File: src/rtl/etch_win_ctrl_if.sv
//------------------------------------------------------------------------------
// etch_win_ctrl_if : video-in / line-buffer / window-out signal bundle
// Revision: 1.0
//------------------------------------------------------------------------------
`default_nettype none

interface etch_win_ctrl_if;
  logic        i_vs;
  logic        i_de;
  logic        lb_we;
  logic        lb_rd;
  logic        o_de;
  logic [10:0] o_x;
  logic [10:0] o_y;
  logic        o_border;
  logic        o_frame_done;
  logic        o_busy;
  logic        o_err;

  // master: pixel source / window consumer; slave: the window controller
  modport master (
    output i_vs, i_de,
    input  lb_we, lb_rd, o_de, o_x, o_y, o_border, o_frame_done, o_busy, o_err
  );

  modport slave (
    input  i_vs, i_de,
    output lb_we, lb_rd, o_de, o_x, o_y, o_border, o_frame_done, o_busy, o_err
  );
endinterface

`default_nettype wire

File: src/rtl/etch_win_ctrl.sv
//------------------------------------------------------------------------------
// etch_win_ctrl : line-buffer sequencing and window-position control for a
//                 3-line erosion kernel (prime row 0, run rows, flush last row)
// Revision: 1.0
//------------------------------------------------------------------------------
`default_nettype none

module etch_win_ctrl #(
  parameter int IMG_WIDTH_LINE = 800,
  parameter int IMG_HEIGHT     = 600
) (
  input  logic            clk,
  input  logic            reset_n,
  etch_win_ctrl_if.slave  bus
);

  typedef enum logic [2:0] {
    ST_IDLE  = 3'd0,
    ST_PRIME = 3'd1,
    ST_RUN   = 3'd2,
    ST_FLUSH = 3'd3,
    ST_DONE  = 3'd4
  } state_t;

  localparam logic [10:0] c_x_last = 11'(IMG_WIDTH_LINE - 1);
  localparam logic [10:0] c_y_last = 11'(IMG_HEIGHT - 1);

  state_t      r_state;
  state_t      w_state_nxt;
  logic [10:0] r_in_x;
  logic [10:0] r_in_y;
  logic [10:0] w_in_x_nxt;
  logic [10:0] w_in_y_nxt;

  logic        w_out_v;
  logic [10:0] w_out_x;
  logic [10:0] w_out_y;
  logic        w_err_set;
  logic        w_err_clr;
  logic        w_lb_we;
  logic        w_lb_rd;

  logic        r_de;
  logic [10:0] r_x;
  logic [10:0] r_y;
  logic        r_border;
  logic        r_done;
  logic        r_err;

  //----------------------------------------------------------------------------
  // State register
  //----------------------------------------------------------------------------
  always_ff @(posedge clk or negedge reset_n) begin
    if (!reset_n) begin
      r_state <= ST_IDLE;
    end else begin
      r_state <= w_state_nxt;
    end
  end

  //----------------------------------------------------------------------------
  // Next state, counter updates and line-buffer strobes
  //----------------------------------------------------------------------------
  always_comb begin
    w_state_nxt = r_state;
    w_in_x_nxt  = r_in_x;
    w_in_y_nxt  = r_in_y;
    w_out_v     = 1'b0;
    w_out_x     = r_in_x;
    w_out_y     = r_in_y - 11'd1;
    w_err_set   = 1'b0;
    w_err_clr   = 1'b0;
    w_lb_we     = 1'b0;
    w_lb_rd     = 1'b0;

    case (r_state)
      ST_IDLE: begin
        if (bus.i_vs) begin
          w_state_nxt = ST_PRIME;
          w_in_x_nxt  = 11'd0;
          w_in_y_nxt  = 11'd0;
          w_err_clr   = 1'b1;
        end
      end

      ST_PRIME: begin
        if (bus.i_vs) begin
          w_state_nxt = ST_PRIME;
          w_in_x_nxt  = 11'd0;
          w_in_y_nxt  = 11'd0;
          w_err_set   = 1'b1;
        end else begin
          w_lb_we = bus.i_de;
          if (bus.i_de) begin
            if (r_in_x == c_x_last) begin
              w_in_x_nxt  = 11'd0;
              w_in_y_nxt  = r_in_y + 11'd1;
              w_state_nxt = ST_RUN;
            end else begin
              w_in_x_nxt = r_in_x + 11'd1;
            end
          end
        end
      end

      ST_RUN: begin
        if (bus.i_vs) begin
          w_state_nxt = ST_PRIME;
          w_in_x_nxt  = 11'd0;
          w_in_y_nxt  = 11'd0;
          w_err_set   = 1'b1;
        end else begin
          // window row lags the input row by one: the line buffer holds row-1
          w_lb_we = bus.i_de;
          w_lb_rd = bus.i_de;
          w_out_v = bus.i_de;
          if (bus.i_de) begin
            if (r_in_x == c_x_last) begin
              w_in_x_nxt = 11'd0;
              if (r_in_y == c_y_last) begin
                w_in_y_nxt  = 11'd0;
                w_state_nxt = ST_FLUSH;
              end else begin
                w_in_y_nxt = r_in_y + 11'd1;
              end
            end else begin
              w_in_x_nxt = r_in_x + 11'd1;
            end
          end
        end
      end

      ST_FLUSH: begin
        if (bus.i_vs) begin
          w_state_nxt = ST_PRIME;
          w_in_x_nxt  = 11'd0;
          w_in_y_nxt  = 11'd0;
          w_err_set   = 1'b1;
        end else begin
          // last row is drained from the line buffer; incoming pixels are illegal
          w_lb_rd   = 1'b1;
          w_out_v   = 1'b1;
          w_out_y   = c_y_last;
          w_err_set = bus.i_de;
          if (r_in_x == c_x_last) begin
            w_in_x_nxt  = 11'd0;
            w_state_nxt = ST_DONE;
          end else begin
            w_in_x_nxt = r_in_x + 11'd1;
          end
        end
      end

      ST_DONE: begin
        w_state_nxt = ST_IDLE;
      end

      default: begin
        w_state_nxt = ST_IDLE;
      end
    endcase
  end

  //----------------------------------------------------------------------------
  // Counters and registered window outputs
  //----------------------------------------------------------------------------
  always_ff @(posedge clk or negedge reset_n) begin
    if (!reset_n) begin
      r_in_x   <= 11'd0;
      r_in_y   <= 11'd0;
      r_de     <= 1'b0;
      r_x      <= 11'd0;
      r_y      <= 11'd0;
      r_border <= 1'b0;
      r_done   <= 1'b0;
      r_err    <= 1'b0;
    end else begin
      r_in_x   <= w_in_x_nxt;
      r_in_y   <= w_in_y_nxt;
      r_de     <= w_out_v;
      r_border <= w_out_v &&
                  ((w_out_x == 11'd0) || (w_out_x == c_x_last) ||
                   (w_out_y == 11'd0) || (w_out_y == c_y_last));
      if (w_out_v) begin
        r_x <= w_out_x;
        r_y <= w_out_y;
      end
      // DONE is entered on the edge that shows the last pixel, so the pulse trails it by one
      r_done <= (r_state == ST_DONE);
      if (w_err_clr) begin
        r_err <= 1'b0;
      end else if (w_err_set) begin
        r_err <= 1'b1;
      end
    end
  end

  assign bus.lb_we        = w_lb_we;
  assign bus.lb_rd        = w_lb_rd;
  assign bus.o_de         = r_de;
  assign bus.o_x          = r_x;
  assign bus.o_y          = r_y;
  assign bus.o_border     = r_border;
  assign bus.o_frame_done = r_done;
  assign bus.o_busy       = (r_state != ST_IDLE);
  assign bus.o_err        = r_err;

endmodule

`default_nettype wire

File: src/flat_wrapper.sv
// flat-port wrapper written by rule: the top's interface ports become plain ports
module etch_win_ctrl_flat 
#(
  parameter int IMG_WIDTH_LINE = 800,
  parameter int IMG_HEIGHT     = 600
)
  (clk, reset_n, bus_i_vs, bus_i_de, bus_lb_we, bus_lb_rd, bus_o_de, bus_o_x, bus_o_y, bus_o_border, bus_o_frame_done, bus_o_busy, bus_o_err);
  etch_win_ctrl_if bus_i ();
  input  logic clk;
  input  logic reset_n;
  input wire logic [$bits(bus_i.i_vs)-1:0] bus_i_vs;
  input wire logic [$bits(bus_i.i_de)-1:0] bus_i_de;
  output wire logic [$bits(bus_i.lb_we)-1:0] bus_lb_we;
  output wire logic [$bits(bus_i.lb_rd)-1:0] bus_lb_rd;
  output wire logic [$bits(bus_i.o_de)-1:0] bus_o_de;
  output wire logic [$bits(bus_i.o_x)-1:0] bus_o_x;
  output wire logic [$bits(bus_i.o_y)-1:0] bus_o_y;
  output wire logic [$bits(bus_i.o_border)-1:0] bus_o_border;
  output wire logic [$bits(bus_i.o_frame_done)-1:0] bus_o_frame_done;
  output wire logic [$bits(bus_i.o_busy)-1:0] bus_o_busy;
  output wire logic [$bits(bus_i.o_err)-1:0] bus_o_err;
  assign bus_i.i_vs = bus_i_vs;
  assign bus_i.i_de = bus_i_de;
  assign bus_lb_we = bus_i.lb_we;
  assign bus_lb_rd = bus_i.lb_rd;
  assign bus_o_de = bus_i.o_de;
  assign bus_o_x = bus_i.o_x;
  assign bus_o_y = bus_i.o_y;
  assign bus_o_border = bus_i.o_border;
  assign bus_o_frame_done = bus_i.o_frame_done;
  assign bus_o_busy = bus_i.o_busy;
  assign bus_o_err = bus_i.o_err;
  etch_win_ctrl #(.IMG_WIDTH_LINE(IMG_WIDTH_LINE), .IMG_HEIGHT(IMG_HEIGHT)) u_core (.clk(clk), .reset_n(reset_n), .bus(bus_i));
endmodule
File: config.mk
export PLATFORM = sky130hd
export DESIGN_NAME = etch_win_ctrl_flat
export DESIGN_NICKNAME = d
export VERILOG_FILES = /design/src/rtl/etch_win_ctrl_if.sv /design/src/rtl/etch_win_ctrl.sv /design/src/flat_wrapper.sv
export SDC_FILE = /design/constraint.sdc
export NUM_CORES = 1
export LEC_CHECK = 0
export CAP_MARGIN = 25
export CORE_ASPECT_RATIO = 2
export CORE_MARGIN = 3
export CORE_UTILIZATION = 56
export CTS_BUF_LIST = sky130_fd_sc_hd__clkbuf_16
export CTS_CLUSTER_SIZE = 8
export DETAILED_ROUTE_END_ITERATION = 8
export PLACE_DENSITY_LB_ADDON = 0.25
export REMOVE_ABC_BUFFERS = 1
export SYNTH_ARGS = -nofsm -noshare
export SYNTH_HDL_FRONTEND = slang
export SYNTH_SLANG_ARGS = --single-unit
File: constraint.sdc
create_clock -name clk -period 2.7 [get_ports clk]
set_clock_uncertainty 0.05 [all_clocks]
set_input_delay 0.54 -clock clk [delete_from_list [all_inputs] [get_ports clk]]
set_output_delay 0.54 -clock clk [all_outputs]
set_load 0.05 [all_outputs]
**Word-level counts from Yosys, hierarchy flattened**

Index checks and enable logic that the tools add are counted.

- Input port bits: 4
- Flip-flop bits (word level): 51

- Add/subtract/negate cells: 3
- Equality and inequality tests: 16
- Multiplexer cells: 37
- Reduce and logical (&&, ||, !) cells: 16

Operator list:

| operator | number |
|---|---|
| $mux 11 | 14 |
| $pmux 11 s3 | 2 |
| $eq 11x10->1 const B | 3 |
| $mux 3 | 10 |
| $add 11x1->11 const B | 2 |
| $logic_not 11->1 | 2 |
| $ne 3x2->1 const B | 4 |
| $pmux 3 s4 | 1 |
| $sub 11x1->11 const B | 1 |
| $reduce_bool 3->1 | 3 |
| $mux 1 | 8 |
| $reduce_and 7->1 | 1 |
| $eq 3x2->1 const B | 2 |
| $ne 3x3->1 const B | 2 |
| $reduce_and 6->1 | 1 |
| $pmux 1 s2 | 2 |
| $reduce_or 2->1 | 2 |
| $eq 3x1->1 const B | 1 |
| $eq 3x3->1 const B | 1 |
| $logic_not 3->1 | 1 |
| $logic_or 1x1->1 | 3 |
| $ne 3x1->1 const B | 1 |
| $reduce_and 3->1 | 1 |
| $ne 2x1->1 const B | 1 |
| other kinds (3) | 3 |

**Depth between registers and ports, before layout**

- Depth in word-level cells: 7
- Mapped depth: 8
- Gate-level depth less buffers: 7

**Least setup slack after synthesis**

OpenSTA, ideal clock, no wires.

- Path kind: input-to-output
- Start: input bus_i_vs
- End: output bus_lb_rd
- Arrival: 1.761 ns
- Stages: 5
- Required time: 2.110 ns
- Slack: 0.349 ns
- Cell sequence: buf_2 nor2_2 o211ai_1 clkbuf_1 inv_1

- Longest elaborated chain between the ends: 2

RTL lines:

| item | RTL line | RTL |
|---|---|---|
| start, declared | flat_wrapper.sv:11 | `input wire logic [$bits(bus_i.i_vs)-1:0] bus_i_vs;` |
| $mux 1, on equally long branches | etch_win_ctrl.sv:134, etch_win_ctrl.sv:107 |  |
| $pmux 1 s2 (*) | etch_win_ctrl.sv:76 | `case (r_state)` |
| end, declared | flat_wrapper.sv:14 | `output wire logic [$bits(bus_i.lb_rd)-1:0] bus_lb_rd;` |

Every way passes the cells marked *; elsewhere a longest branch is shown, timed or not.

**Worst setup path after layout**

- Start: register u_core.r_state[2]
- End: output bus_o_busy

- Longest elaborated chain between the ends: 1

RTL lines:

| item | RTL line | RTL |
|---|---|---|
| start, declared | etch_win_ctrl.sv:28 | `state_t r_state;` |
| start signal, assigned | etch_win_ctrl.sv:57 | `r_state <= w_state_nxt;` |
| $reduce_bool 3->1 | etch_win_ctrl.sv:205 | `assign bus.o_busy = (r_state != ST_IDLE);` |
| end, declared | flat_wrapper.sv:20 | `output wire logic [$bits(bus_i.o_busy)-1:0] bus_o_busy;` |

No other way between the ends.

==> metrics.cfg <==
[pwr]
p_leak_nw = 1.46
fin_total_pwr_mw = 1.98
ir_drop_uv = 662
power.density_nw_per_um2 = 597

[flow_run]
maxCapViolations = 0

[cells_and_area]
fin_util = 0.706
drive_gt1_frac = 0.105
nNetsFinal = 340
final_area_sq_um = 3310
area_growth_pct = 20.7
n_antenna_cell = 0
stdcell_count = 387

[timing]
tightest_slew_ps = 680
relSlewSlack = 0.546
period_minus_slack_ps = 2430
timing.hold.ws_ps = 315
slew_violations = 0
clock.fmax_ghz = 0.412
period_share = 0.898
rsz0062_at_grt = no
finalHoldViolations = 0
setup_viol = 0
layout_setup_ws_ps = 275
final.setup.tns_ps = 0

[placement]
dp_hpwl_um = 4700
dp.cells = 380
pre_cts_ws_ps = 260
portBuffers = 32
place_congestion = 0.868
placed_area_sq_um = 3170

[run_status]
status = completed

[worst_setup_path]
crit_type = register to output port
crit_path_max_incr_delay_ps = 700
critPathSlowestCell = clkdlybuf4s50_1
path_cells = or3_1, clkdlybuf4s50_1
worstPathArrival_ps = 1840
worstPathRequired_ps = 2110
critPathMaxFanout = 7
crit_path_end_kind = output port
critPathLaunchType = register

[clocking]
post_cts.repair.setup_buffers = 0
ctsHoldBuffers = 0
cts_max_path_buffers = 2
cts.sinks = 51
cts-root-buf = clkbuf_16
cts_tree = yes
clock_latency_ps = 290
cts_resized = 0
numCtsBuffers = 5
cts.clk_slew.worst_paths_ps = 70
htreeDepth = 2

[drt]
drtIter0Drc = 61
postRouteAntennaNets = 0
wl_um = 6320
post-route-drc-count = 0
num_vias = 2331
viasPerCell = 6.02
wl_per_cell_um = 16.3
drtPass1Iterations = 4

[logic_synthesis]
synthCells = 297
ys_types = 49
syn_area_sq_um = 2740
yosys.area.top_type = dfrtp_1
synth_top_area_share = 0.466
synth-warning-count = 0
netlist_top_cells_area = dfrtp_1 (47%), nand2_1 (5.3%), nand3_1 (4.7%), xnor2_1 (4.2%), mux2_2 (3.7%)
synth_seq_area_share = 0.466
ys_ff_latch = 51
syn_avg_cell_area_sq_um = 9.23

[min_path]
hp-class = input pin to async pin

[grt]
grt_pass1_vias = 2341
antenna_found_initial = 0
grt_max_degree = 52
grt_overflow = 0
grt_pass1_wl_um = 10700
grt_use_total = 0.230

[floorplanning]
die_x_um = 55.5
io_pins = 33
die_y_um = 105
die_area_sq_um = 5820
rows = 35
initial_core_util = 0.585
design.core.area_sq_um = 4690

[power breakdown]
| part | internal, mW | switching [mW] | leakage (nW) |
|---|---|---|---|
| Combinational | 0.200 | 0.339 | 0.702 |
| Clock | 0.333 | 0.256 | 0.0671 |
| Sequential | 0.807 | 0.0401 | 0.694 |
[critical path, delay by kind of cell, from the launching register on]
family	cells	cell delay (ps)
flops	1	460
buf+inv	1	700
simple gates	1	390
[cell usage after synthesis, drive strengths merged]
master and count:
dfrtp 51, nand2 39, nand3 26, nor2 23, o21ai 20, clkbuf 13, xnor2 13, inv 10
mux2 9, nor3 9, a21oi 8, and3 6, o211ai 6, or3 6, a21o 4, buf 4
ha 4, nand4 4, xor2 4, and4 3, nor3b 3, o31ai 3, a211oi 2, a22o 2
a31oi 2, nand3b 2, nor4 2, o21a 2, or4 2, a211o 1, a21boi 1, a221o 1
a22oi 1, a311oi 1, a31o 1, a32oi 1, maj3 1, nand4b 1, nand4bb 1, nor2b 1
nor4b 1, o22ai 1, o2bb2ai 1, o41ai 1
[layer usage]
layer	track usage	routed length [um]	up-vias
li1	-	-	1123
met1	0.242	2340	1145
met2	0.436	3630	49
met3	0.0309	169	14
met4	0.104	189	0
met5	0	0	-
[cell usage in the layout, fill, tap and decap left out, drive strengths merged, types with 3 or more instances in the layout]
master,count
clkbuf,5
and4,3
dfrtp,51
mux2,9
nand2,39
nand3,26
and3,6
a21o,4
o211ai,6
or3,6
xor2,4
o21ai,20
nor2,23
nand4,4
nor3b,3
clkdlybuf4s50,29
inv,10
xnor2,13
o31ai,3
a21oi,8
nor3,9
buf,16
ha,4
[layout make-up]
cell class,count,area [sq um]
clock inverter,2,8.76
sequential,51,1280
clock buffer,5,125
fill,384,1380
inverter,10,37.5
timing repair buffer,45,433
multi-input combinational,219,1360
tap,55,68.8
[sequential cells by signal (all words and copies together), names as in the netlist]
signal and count:
u_core.bus.o_x 11, u_core.bus.o_err 1, u_core.r_in_y 11, u_core.bus.o_frame_done 1, u_core.r_state 3, u_core.r_in_x 11
u_core.bus.o_y 11, u_core.bus.o_de 1, u_core.bus.o_border 1
[final timing paths]
| check | from | end | slack, ps | depth (start not counted) |
|---|---|---|---|---|
| min reg2reg | u_core.bus.o_x[1] | u_core.bus.o_x[1] | 430 | 2 |
| max reg2reg | u_core.r_in_y[0] | u_core.r_in_y[3] | 510 | 7 |
| max in group asynchronous | reset_n | u_core.r_state[2] | 1860 | 2 |
| min in group clk | u_core.bus.o_x[1] | u_core.bus.o_x[1] | 430 | 2 |
| min | reset_n | u_core.bus.o_y[5] | 310 | 2 |
| max | u_core.r_state[2] | bus_o_busy | 270 | 2 |
[cell families (layout without fill, tap and decap cells)]
logic type,after synthesis,in the layout,synth area share
and+or+nand+nor,129,129,0.243
AOI/OAI and AO/OA,59,59,0.139
DFF,51,51,0.466
buffers and inverters,27,62,0.0384
xor gates and xnor gates,17,17,0.0543
muxes,9,9,0.0370
adders and majority gates,5,5,0.0219
No activity file was read; power rests on OpenSTA's default activity.
